<file path="src/rtl/multi_debouncer_pkg.sv">
// Shared constants and helpers for the multi-channel debouncer.
// Provides clog2_min1() so counter widths never collapse to zero bits.
package debounce_pkg;

    // Counter width helper: a counter that only ever needs one state
    // still needs a one-bit register to stay a legal vector.
    function automatic int clog2_min1(input int n);
        int r;
        r = $clog2(n);
        return (r < 1) ? 1 : r;
    endfunction

endpackage

</file>
<file path="src/rtl/multi_debouncer_if.sv">
// Pad-side bundle of the multi-channel debouncer.
// i_d: raw inputs; q: debounced levels; o_rise/o_fall: edge strobes.
interface multi_debouncer_if #(
    parameter int N_CH = 4
);
    logic [N_CH-1:0] i_d;
    logic [N_CH-1:0] q;
    logic [N_CH-1:0] o_rise;
    logic [N_CH-1:0] o_fall;

    // Drives raw inputs, observes debounced results.
    modport master (
        output i_d,
        input  q,
        input  o_rise,
        input  o_fall
    );

    // The debouncer itself.
    modport slave (
        input  i_d,
        output q,
        output o_rise,
        output o_fall
    );
endinterface

</file>
<file path="src/rtl/multi_debouncer_channel.sv">
// One debounce channel: 2-FF synchroniser, stability counter, level, strobes.
// Ports: clk, rst (async high), i_tick (sample enable), i_d, q, o_rise, o_fall.
module debounce_channel
    import debounce_pkg::*;
#(
    parameter int   STABLE_TICKS = 16,
    parameter logic DEFAULT_D    = 1'b0
) (
    input  logic clk,
    input  logic rst,
    input  logic i_tick,
    input  logic i_d,
    output logic q,
    output logic o_rise,
    output logic o_fall
);

    localparam int CW = clog2_min1(STABLE_TICKS);
    localparam logic [CW-1:0] CNT_LAST = CW'(STABLE_TICKS - 1);

    logic          sync1;
    logic          sync2;
    logic [CW-1:0] cnt;

    always_ff @(posedge clk or posedge rst) begin
        if (rst) begin
            sync1  <= DEFAULT_D;
            sync2  <= DEFAULT_D;
            q      <= DEFAULT_D;
            cnt    <= '0;
            o_rise <= 1'b0;
            o_fall <= 1'b0;
        end else begin
            sync1  <= i_d;
            sync2  <= sync1;
            o_rise <= 1'b0;
            o_fall <= 1'b0;
            if (i_tick) begin
                if (sync2 != q) begin
                    // Last tick of the window: accept the new level and
                    // fire the matching strobe together with the q edge.
                    if (cnt == CNT_LAST) begin
                        q      <= sync2;
                        cnt    <= '0;
                        o_rise <= sync2;
                        o_fall <= ~sync2;
                    end else begin
                        cnt <= cnt + 1'b1;
                    end
                end else begin
                    // Any sample agreeing with q restarts the window.
                    cnt <= '0;
                end
            end
        end
    end

endmodule

</file>
<file path="src/rtl/multi_debouncer.sv">
// N-channel debouncer: shared sample-tick prescaler plus N_CH channels.
// Ports: clk, rst (async high), bus (slave: i_d in; q, o_rise, o_fall out).
module multi_debouncer
    import debounce_pkg::*;
#(
    parameter int   N_CH         = 4,
    parameter int   STABLE_TICKS = 16,
    parameter int   TICK_DIV     = 1000,
    parameter logic DEFAULT_D    = 1'b0
) (
    input  logic              clk,
    input  logic              rst,
    multi_debouncer_if.slave  bus
);

    logic            tick;
    logic [N_CH-1:0] q_v;
    logic [N_CH-1:0] rise_v;
    logic [N_CH-1:0] fall_v;

    // One tick for all channels keeps their sampling instants aligned.
    generate
        if (TICK_DIV == 1) begin : g_no_div
            assign tick = 1'b1;
        end else begin : g_div
            localparam int TW = clog2_min1(TICK_DIV);
            localparam logic [TW-1:0] TDIV_LAST = TW'(TICK_DIV - 1);

            logic [TW-1:0] tdiv;

            always_ff @(posedge clk or posedge rst) begin
                if (rst) begin
                    tdiv <= '0;
                end else if (tdiv == TDIV_LAST) begin
                    tdiv <= '0;
                end else begin
                    tdiv <= tdiv + 1'b1;
                end
            end

            assign tick = (tdiv == TDIV_LAST);
        end
    endgenerate

    generate
        for (genvar i = 0; i < N_CH; i++) begin : g_ch
            debounce_channel #(
                .STABLE_TICKS (STABLE_TICKS),
                .DEFAULT_D    (DEFAULT_D)
            ) u_ch (
                .clk    (clk),
                .rst    (rst),
                .i_tick (tick),
                .i_d    (bus.i_d[i]),
                .q      (q_v[i]),
                .o_rise (rise_v[i]),
                .o_fall (fall_v[i])
            );
        end
    endgenerate

    assign bus.q      = q_v;
    assign bus.o_rise = rise_v;
    assign bus.o_fall = fall_v;

endmodule

</file>
<file path="src/flat_wrapper.sv">
// flat-port wrapper written by rule: the top's interface ports become plain ports
module multi_debouncer_flat import debounce_pkg::*;
#(
    parameter int   N_CH         = 4,
    parameter int   STABLE_TICKS = 16,
    parameter int   TICK_DIV     = 1000,
    parameter logic DEFAULT_D    = 1'b0
)
  (clk, rst, bus_i_d, bus_q, bus_o_rise, bus_o_fall);
  multi_debouncer_if #(.N_CH(N_CH)) bus_i ();
  input  logic clk;
  input  logic rst;
  input wire logic [$bits(bus_i.i_d)-1:0] bus_i_d;
  output wire logic [$bits(bus_i.q)-1:0] bus_q;
  output wire logic [$bits(bus_i.o_rise)-1:0] bus_o_rise;
  output wire logic [$bits(bus_i.o_fall)-1:0] bus_o_fall;
  assign bus_i.i_d = bus_i_d;
  assign bus_q = bus_i.q;
  assign bus_o_rise = bus_i.o_rise;
  assign bus_o_fall = bus_i.o_fall;
  multi_debouncer #(.N_CH(N_CH), .STABLE_TICKS(STABLE_TICKS), .TICK_DIV(TICK_DIV), .DEFAULT_D(DEFAULT_D)) u_core (.clk(clk), .rst(rst), .bus(bus_i));
endmodule
</file>
<file path="config.mk">
export PLATFORM = sky130hd
export DESIGN_NAME = multi_debouncer_flat
export DESIGN_NICKNAME = d
export VERILOG_FILES = /design/src/rtl/multi_debouncer_pkg.sv /design/src/rtl/multi_debouncer_if.sv /design/src/rtl/multi_debouncer_channel.sv /design/src/rtl/multi_debouncer.sv /design/src/flat_wrapper.sv
export SDC_FILE = /design/constraint.sdc
export NUM_CORES = 1
export LEC_CHECK = 0
export ABC_AREA = 1
export CAP_MARGIN = 5
export CORE_MARGIN = 2
export CORE_UTILIZATION = 30
export CTS_BUF_LIST = sky130_fd_sc_hd__clkbuf_8
export DETAILED_ROUTE_END_ITERATION = 8
export PLACE_DENSITY_LB_ADDON = 0.08
export RECOVER_POWER = 100
export SYNTH_ARGS = -nofsm -noshare
export SYNTH_HDL_FRONTEND = slang
export SYNTH_SLANG_ARGS = --single-unit
</file>
<file path="constraint.sdc">
create_clock -name clk -period 4.6 [get_ports clk]
set_input_delay 1.15 -clock clk [delete_from_list [all_inputs] [get_ports clk]]
set_output_delay 1.15 -clock clk [all_outputs]
set_load 0.005 [all_outputs]
</file>
Word level (Yosys, flattened, before mapping)
Cells that the tools add are included.
Widths: inputs -> output; s select.
- add/sub/neg operators: 5
- equality and inequality tests: 9
- mux-type cells: 33
- bitwise logic cells: 4
- reductions and logical operators: 4
- operators by type and width (operator ; number):
    $mux 4 ; 8
    $mux 1 ; 24
    $add 4x1->4 const B ; 4
    $eq 4x4->1 const B ; 4
    $reduce_and 3->1 ; 4
    $add 10x1->10 const B ; 1
    $eq 10x10->1 const B ; 1
    $mux 10 ; 1
    $ne 1x1->1 ; 4
    $not 1->1 ; 4
- flip-flop bits (word level): 46
- input port bits: 6
- output and inout bits: 12

Logic depth before layout (Yosys ltp)
Gate-level depths: netlist of run 1.
- word-level depth: 4
- gate-level depth with buffers: 8
- gate-level depth less buffers: 8

By module
From an unflattened synthesis of run 1, not the netlist that was laid out.
- cells, all modules: 271
- area, all modules: 2244.7 sq um
- by module, submodules not included (module ; times used ; cells an instance ; area an instance (sq um) ; seq. area each (sq um)):
    debounce_channel ; 4 ; 47 ; 416.6 ; 225.2
    multi_debouncer ; 1 ; 83 ; 578.1 ; 250.2

Least setup slack after synthesis of run 1
Ideal clock, no wire load.
- path type: register to output
- start: register u_core.g_ch[1].u_ch.q
- end: output port bus_q[1]
- arrival time: 0.536 ns
- required time: 3.450 ns
- path slack: 2.914 ns
- cell stages (with the launch flop): 2
- path buffers: 1
- cell sequence: dfrtp_1 > buf_4
- RTL lines (element ; line ; text):
    start, declared ; multi_debouncer_channel.sv:13 ; output logic q,
    start signal, assigned ; multi_debouncer_channel.sv:43 ; q <= sync2;
    end, declared ; flat_wrapper.sv:14 ; output wire logic [$bits(bus_i.q)-1:0] bus_q;
No word-level cell between the ends.

==> results.yml, run 1 <==
synthesis:
  syn_inst: 257
  syn_area_per_cell_sq_um: 8.783
  syn_nets: 268
  synthTopCellsByCount: "58 x nand2_1, 46 x dfrtp_1, 32 x inv_1"
  synth_edf_count: 0
  yosysMostFrequentCell: "nand2_1"
  syn-cell-area_sq_mm: 0.002257
  ys_ff_latch: 46
  ys_types: 24
  ys_warn_count: 0
  synth_seq_area_share: 0.5100
  ys.flop_type: "dfrtp_1"
  async_reset_ff_frac: 1.000
  synth_largest_area_cell: "dfrtp_1"
  synth_top_area_share: 0.5100
  synth_area_leaders: "dfrtp_1 51%, nand2_1 9.6%, inv_1 5.3%, nand3_1 4.7%, nor2_1 4.2%"
cells_and_area:
  drive_gt1_frac: 0.05618
  n_antenna_cell: 0
  utilization: 0.3424
  stdcell_count: 366
  layout.nets: 277
  synthToLayoutAreaGrowth_pct: 10.03
  nFillCells: 785
timing:
  slew_headroom: -0.1859
  min_period_over_period: 0.6318
  setup_tns_ns: 0
  rsz0062_at_grt: "no"
  setup_viol: 0
  skew_ns: 0.005611
  worst_pin_slew_ns: 1.777
  slew_viol_final: 47
  fin_crit_ns: 2.906
  hold_viol_final: 0
  fmax_mhz: 344.1
routing:
  vias_per_cell: 4.221
  first_pass_iters: 4
  vias: 1545
  remaining_drc_errors: 0
  ant_nets: 0
  drt_iter0_markers: 87
  wl_per_cell_um: 11.11
  drt-total-wl_um: 4068
status:
  violations: "max-capacitance violations, max-slew violations"
  status: "finished with violations"
pwr:
  sw_frac_of_total: 0.2066
  clock_power_share: 0.406
  p_sw_mw: 0.1485
  p_int_mw: 0.5704
  power_density_mw_per_mm2: 289.4
  pwr-share-comb: 0.023
  p_seq_frac: 0.571
  power_mw: 0.7189
  p_leak_nw: 1.335
  irDropWorstVdd_mv: 0.1547
global_route:
  grt_busiest_layer: "met2"
  overflow: 0
  grt_start_max_net_pins: 47
  grt_use_met2: 0.1741
  grt_pass1_wl_um: 7300
  track_usage: 0.1109
  use_met3: 0.03088
  grt_use_met1: 0.1440
  grt_pass1_vias: 1565
  antenna_found_initial: 0
critical_path:
  r2r_slack_ns: 2.72
  critPathSlowestCell: "inv_1"
  r2r-start: "u_core.g_div.tdiv[0]$_DFF_PP0_"
  crit_path_cell_trace: "dlygate4sd3_1 -> inv_1"
  required_ns: 4.67
  crit_start: "rst"
  critPathMaxStageDelay_ns: 1.26
  crit_family: "buffers and inverters"
  crit_fanout: 46
  reg2reg_depth: 8
  r2r_end: "u_core.g_ch[2].u_ch.q$_DFFE_PP0P_"
  start_kind: "input pin"
  crit_type: "in2async"
  path_buf_inv: 2
  critPathCaptureType: "asynchronous set/reset pin"
  cp.arrival_ns: 2.98
  cp_num_cells: 2
floorplanning:
  die_area_sq_mm: 0.008234
  dieWidth_um: 90.74
  num_rows: 31
  coreArea_sq_mm: 0.007253
  ioPinCount: 18
  die_h_um: 90.74
  initial_core_util: 0.3112
cts:
  numClockSinks: 46
  clock_path_buffers: 2
  ctsHoldBuffers: 0
  htreeDepth: 2
  cts_root_buffer: "clkbuf_8"
  cts-resized-gates: 0
  cts_tree: "built"
  cts_buffers: 5
  clk_pin_slew_ns: 0.08
  postCtsSetupRepairBufs: 0
  insertion_delay_ns: 0.29
hold_path:
  min_path_cells: 0
  hold_path_end: "u_core.g_ch[3].u_ch.sync2$_DFF_PP0_"
  hold_start: "u_core.g_ch[3].u_ch.sync1$_DFF_PP0_"
  hp-class: "reg2reg"
placed_design:
  dp_hpwl_um: 2781
  dp_cells: 358
  port_buffers: 17
  gp_congestion: 0.7228
run:
  maxCapViolations: 1
[power by group through the flow]
stage / registers [mW] / logic [mW] / clock network, mW
final: 0.410 / 0.0165 / 0.292
after global placement: 0.418 / 0.0189 / 0
after global routing: 0.411 / 0.0199 / 0.323
after floorplan: 0.418 / 0.0106 / 0
after CTS: 0.410 / 0.0191 / 0.308
after detailed placement: 0.418 / 0.0190 / 0
[cell families (layout without fill, tap and decap cells)]
family                     after synthesis  in the layout  synth area share
AOI/OAI and AO/OA                       18             18           0.05044
DFF                                     46             46            0.5100
adders and majority gates                5              5           0.02772
buffers and inverters                   49             59            0.1114
xor gates and xnor gates                10             10           0.04213
and+or+nand+nor                        129            129            0.2583
[placed cells by master, fill, tap and decap left out, types with 2 or more instances in the layout]
cell type	count
nand2_1	60
dfrtp_1	46
inv_1	34
nor2_1	30
nand3_1	21
dlygate4sd3_1	17
o21ai_0	14
xor2_1	9
nand4_1	6
ha_1	5
clkbuf_8	5
nand2_2	4
nor3_1	4
a21oi_1	3
inv_2	2
[routing by layer]
metal  share of wire  up-vias  wire length [um]
li1                -      804                 -
met1            0.48      714              1941
met2            0.46       21              1861
met3           0.047        6               190
met4           0.018        0                75
met5               0        -                 0
[worst max-delay path by stage]
stage and to:
2_1_floorplan u_core.g_ch[0].u_ch.cnt[0]$_DFFE_PP0N_, 4_1_cts bus_q[1], 5_1_grt u_core.g_ch[1].u_ch.o_rise$_DFF_PP0_, 3_5_place_dp u_core.g_ch[2].u_ch.o_rise$_DFF_PP0_, 6_report u_core.g_ch[1].u_ch.cnt[1]$_DFFE_PP0N_, 3_3_place_gp u_core.g_ch[3].u_ch.q$_DFFE_PP0P_
[registers in the layout, summed over array words and instances, names as in the netlist]
signal and count:
u_core.g_ch.u_ch.o_rise 4, u_core.g_ch.u_ch.cnt 16, u_core.g_ch.u_ch.sync2 4, u_core.g_ch.u_ch.q 4
u_core.g_div.tdiv 10, u_core.g_ch.u_ch.sync1 4, u_core.g_ch.u_ch.o_fall 4
[cell type report]
type / instances / area [sq um] / share of cell area
clock inverter: 3 / 37.54 / 0.01511
clock buffer: 5 / 68.82 / 0.02771
tap: 99 / 123.9 / 0.04987
timing repair buffer: 17 / 170.2 / 0.06851
inverter: 34 / 127.6 / 0.05139
multi-input combinational: 162 / 804.5 / 0.3239
sequential: 46 / 1151 / 0.4635
[through the flow]
step           setup WS, ns  hold WS [ns]  instance area, sq um
3_3_place_gp          2.167        0.3317                  2427
5_1_grt               1.277        0.3662                  2484
6_report              1.694        0.3542                  2484
4_1_cts               2.200        0.3565                  2534
2_1_floorplan         2.362        0.3312                  2257
3_5_place_dp          2.144        0.3355                  2427
(Power assumes the default switching activity.)
==> run 2: changes to the inputs <==
Clock period 4.6 ns to 2.9 ns, I/O delays scaled along.
==> run 2 against run 1 <==
The run now ends clean. Critical path depth fell by 1. Total power rose by 76%. Cell area rose by 2.1%. Sequential power rose by 59%. Clock skew rose by 0.0050 ns. First-iteration DRC count fell by 6.9%. Die area did not move. Global-route usage barely moved. Routed wire length rose by 2.2%. Non-clock buffer count rose by 2.
==> results.yml, run 2 (synthesis gave the netlist of run 1 again) <==
status:
  status: "finished, final reports clean"
placed_design:
  gp_congestion: 0.8004
  dp_hpwl_um: 2993
  preCtsSetupSlack_ns: 1.226
  port_buffers: 17
routing:
  wl_per_cell_um: 11.30
  vias_per_cell: 4.212
  remaining_drc_errors: 0
  first_pass_iters: 4
  ant_nets: 0
  drt_iter0_markers: 81
  drt-total-wl_um: 4157
  vias: 1550
cts:
  cts_buffers: 5
  cts-resized-gates: 0
  cts_tree: "built"
  insertion_delay_ns: 0.29
  postCtsSetupRepairBufs: 0
  ctsHoldBuffers: 0
  clock_path_buffers: 2
  numClockSinks: 46
  clk_pin_slew_ns: 0.09
  htreeDepth: 2
  cts_root_buffer: "clkbuf_8"
critical_path:
  crit_family: "buffers and inverters"
  required_ns: 2.17
  critPathMaxStageDelay_ns: 0.59
  cp.arrival_ns: 1.30
  r2r_end: "u_core.g_ch[2].u_ch.q$_DFFE_PP0P_"
  r2r-start: "u_core.g_div.tdiv[0]$_DFF_PP0_"
  crit_type: "reg2out"
  path_buf_inv: 1
  crit_fanout: 3
  reg2reg_depth: 8
  cp_num_cells: 1
  r2r_slack_ns: 1.02
  crit_path_cell_trace: "dlygate4sd3_1"
  critPathSlowestCell: "dlygate4sd3_1"
  critPathCaptureType: "output port"
  start_kind: "flip-flop"
hold_path:
  hold_start: "u_core.g_ch[0].u_ch.sync1$_DFF_PP0_"
  hold_path_end: "u_core.g_ch[0].u_ch.sync2$_DFF_PP0_"
  min_path_cells: 0
  hp-class: "reg2reg"
cells_and_area:
  n_antenna_cell: 0
  utilization: 0.3495
  drive_gt1_frac: 0.07063
  largest_register_ffs: 16
  final_common_cell: "nand2_1"
  synthToLayoutAreaGrowth_pct: 12.31
  largest-register: "u_core.g_ch.u_ch.cnt"
  final_cell_mix: "60 x nand2_1, 46 x dfrtp_1, 32 x inv_1"
  layout.nets: 279
  reg_top3: "u_core.g_ch.u_ch.cnt x16, u_core.g_div.tdiv x10"
global_route:
  grt_start_max_net_pins: 18
  track_usage: 0.1105
  antenna_found_initial: 0
  grt_pass1_wl_um: 7265
  overflow: 0
  grt_pass1_vias: 1516
timing:
  hold_slack_ns: 0.3534
  setup_tns_ns: 0
  hold_viol_final: 0
  min_period_over_period: 0.6992
  worst_pin_slew_ns: 0.9940
  setup_ws_ns: 0.8723
  slew_headroom: 0.3349
  skew_ns: 0.01057
  fmax_mhz: 493.2
  slew_viol_final: 0
  setup_viol: 0
  rsz0062_at_grt: "no"
  fin_crit_ns: 2.028
run:
  maxCapViolations: 0
floorplanning:
  die_h_um: 90.74
  ioPinCount: 18
  initial_core_util: 0.3112
  die_area_sq_mm: 0.008234
  num_rows: 31
  coreArea_sq_mm: 0.007253
  dieWidth_um: 90.74
pwr:
  p_leak_nw: 1.355
  irDropWorstVdd_mv: 0.2040
  power_density_mw_per_mm2: 499.2
-- run 2: cell types whose count changed in the layout (fill, tap and decap cells not counted) --
cell       previous run  this run
inv_1                34        32
buf_4                 0         2
clkbuf_8              5         6
bufinv_16             1         2
-- run 2: how the worst max path moves through the flow --
stage                                       from                                     end  slack, ns
2_1_floorplan                                rst  u_core.g_ch[0].u_ch.cnt[0]$_DFFE_PP0N_       1.09
5_1_grt           u_core.g_div.tdiv[0]$_DFF_PP0_       u_core.g_ch[1].u_ch.q$_DFFE_PP0P_       0.75
3_3_place_gp                                 rst    u_core.g_ch[3].u_ch.o_rise$_DFF_PP0_       1.26
3_5_place_dp      u_core.g_div.tdiv[0]$_DFF_PP0_       u_core.g_ch[3].u_ch.q$_DFFE_PP0P_       1.23
6_report       u_core.g_ch[1].u_ch.q$_DFFE_PP0P_                                bus_q[1]       0.87
4_1_cts        u_core.g_ch[1].u_ch.q$_DFFE_PP0P_                                bus_q[1]       0.92
-- run 2: area by class of cell --
| type | instances | area (sq um) |
|---|---|---|
| inverters | 34 | 127.6 |
| fillers | 781 | 4718 |
| multi-input cells | 162 | 804.5 |
| flip-flops and latches | 46 | 1151 |
| clock inverters | 2 | 60.06 |
| well taps | 99 | 123.9 |
| clock buffers | 6 | 82.58 |
| repair buffers | 19 | 185.2 |
-- run 2: power by group --
group,internal (mW),switching [mW]
sequential,0.646,0.00421
clock,0.368,0.219
combinational,0.00900,0.0192
total,1.02,0.242
-- run 2: stage by stage --
step,std cells,area (sq um),power [mW]
3_3_place_gp,360,2442,0.6962
4_1_cts,368,2585,1.293
2_1_floorplan,257,2257,0.6794
3_5_place_dp,360,2442,0.6959
5_1_grt,368,2535,1.318
6_report,368,2535,1.265
-- run 2: metal layers --
layer / part of all wire / wire [um] / up-vias / GRT usage
li1: - / - / 811 / -
met1: 0.50 / 2078 / 714 / 0.1510
met2: 0.46 / 1908 / 23 / 0.1741
met3: 0.032 / 134 / 2 / 0.02254
met4: 0.0087 / 36 / 0 / 0.03846
met5: 0 / 0 / - / 0
==> variant (config.mk and constraints of run 1) <==
`N_CH` is set to 4 in 3 places; all go to 5.
--- a/src/rtl/multi_debouncer_if.sv
+++ b/src/rtl/multi_debouncer_if.sv
@@ -1,7 +1,7 @@
 // Pad-side bundle of the multi-channel debouncer.
 // i_d: raw inputs; q: debounced levels; o_rise/o_fall: edge strobes.
 interface multi_debouncer_if #(
-    parameter int N_CH = 4
+    parameter int N_CH = 5
 );
     logic [N_CH-1:0] i_d;
     logic [N_CH-1:0] q;
--- a/src/rtl/multi_debouncer.sv
+++ b/src/rtl/multi_debouncer.sv
@@ -3,7 +3,7 @@
 module multi_debouncer
     import debounce_pkg::*;
 #(
-    parameter int   N_CH         = 4,
+    parameter int   N_CH         = 5,
     parameter int   STABLE_TICKS = 16,
     parameter int   TICK_DIV     = 1000,
     parameter logic DEFAULT_D    = 1'b0
--- a/src/flat_wrapper.sv
+++ b/src/flat_wrapper.sv
@@ -1,7 +1,7 @@
 // flat-port wrapper written by rule: the top's interface ports become plain ports
 module multi_debouncer_flat import debounce_pkg::*;
 #(
-    parameter int   N_CH         = 4,
+    parameter int   N_CH         = 5,
     parameter int   STABLE_TICKS = 16,
     parameter int   TICK_DIV     = 1000,
     parameter logic DEFAULT_D    = 1'b0
Interface: changed (resized bus_i_d, bus_o_fall, bus_o_rise and bus_q); port bits go from 18 to 22. The function was not compared with the original's and may differ.
==> variant against run 1 <==
  * Total power is 9.6% higher
  * Critical path depth is 1 higher
  * Sequential cell count is 9 higher
  * Routed wire length is 22% higher
  * Combinational power is 27% higher
  * Register-to-register slack worse by 0.21 ns
  * Design area is 16% higher
  * Non-clock buffer count is 5 higher
  * Highest routed layer unchanged
  * Global-route usage is 0.13 points higher
  * Worst setup slack better by 0.37 ns
  * Synthesized area is 18% higher
==> variant: results <==
set metrics [dict create \
    buffers_excl_clock 22 \
    synth_common_cells "nand2_1, dfrtp_1, nor2_1, inv_1, nand3_1" \
    seq_area_frac_synth_pct 51.7 \
    syn_avg_cell_area_um2 8.84 \
    dpl_worst_slack_ns 2.13 \
    multi_input_area_um2 942 \
    fin_skew_ns 0.0106 \
    via_count 1837 \
    status "complete, no violations" \
    reg.largest.list "u_core.g_ch.u_ch.cnt x20, u_core.g_div.tdiv x10" \
    r2r_cells 7 \
    cap_violations 0 \
    arrival_ns 3.00 \
    synth_area_leaders "dfrtp_1, nand2_1, o21ai_2, nor2_1, inv_1" \
    fill_cells 946 \
    drive_above_1_share_pct 4.49 \
    tightest_slew_ns 1.11 \
    peakVddDrop_v 0.0000926 \
    clk_pin_slew_ns 0.11 \
    hold_path_end "u_core.g_ch[1].u_ch.sync2" \
    regArea_um2 1380 \
    wl_met2_mm 2.33 \
    grt_start_max_net_pins 29 \
    powerDensity_nw_per_um2 272 \
    hpwl_mm 3.46 \
    power.share.clock_pct 35.1 \
    vias_per_cell 4.37 \
    wl_met3_um 129 \
    grtUsageTotal_pct 11.2 \
    nets 324 \
    reg2reg_to "u_core.g_div.tdiv[0]" \
    io_buffers 21 \
    met1_length_mm 2.46 \
    seq_share_pct 47.6 \
    endpoint "u_core.g_ch[0].u_ch.cnt[1]" \
    nMultiInputCombCells 193 \
    nFlopsAndLatches 55 \
    worstSetupStartpointType "primary input" \
    synthDistinctLibCells 22 \
    post_drt_wl_per_cell_um 11.8 \
    worst-path-max-fanout 28 \
    clockNetworkAreaShare_pct 3.24 \
    leakage_nw 1.51 \
    p_int_mw 0.603 \
    placed_area_um2 2860 \
    p_seq_mw 0.491 \
    place.gp.congestion 0.759 \
    insertion_delay_ns 0.31 \
    grt_pass1_vias 1896 \
    syn_nets 314 \
    hold_ws_ns 0.360 \
    grt_pass1_wl_mm 8.67 \
    dp.cells 412 \
    nonClkBufAreaFrac_pct 7.53 \
]
[variant: changes by cell type after synthesis, moves of 4 or more]
cell and delta:
o21ai_2 +10, buf_4 +4, nand2_1 +13, nand3b_1 +4, nor2_1 +11, dfrtp_1 +9, nand2_2 -5
[variant: cell families (layout without fill, tap and decap cells)]
kind of cell | after synthesis | after routing | share of synthesized area (%)
AO/OA/AOI/OAI | 27 | 27 | 7.43
AND/OR/NAND/NOR | 150 | 150 | 24.2
XOR/XNOR | 10 | 10 | 3.29
buffers and inverters | 53 | 64 | 10.6
flip-flops | 55 | 55 | 51.7
adder cells (fa/ha/maj) | 6 | 6 | 2.82
[variant: routing by layer]
metal  up-vias  track usage [%]
met5         -                0
met4         0             2.85
met3         5             2.58
met2        21             19.0
met1       853             14.6
li1        958                -
[variant: worst reg2reg max path, delay by kind of cell, from the launching register on]
family	cells	cell delay, ns
adder cells (fa/ha/maj)	1	0.23
flip-flops	1	0.41
AND/OR/NAND/NOR	4	1.05
buffers and inverters	2	0.35
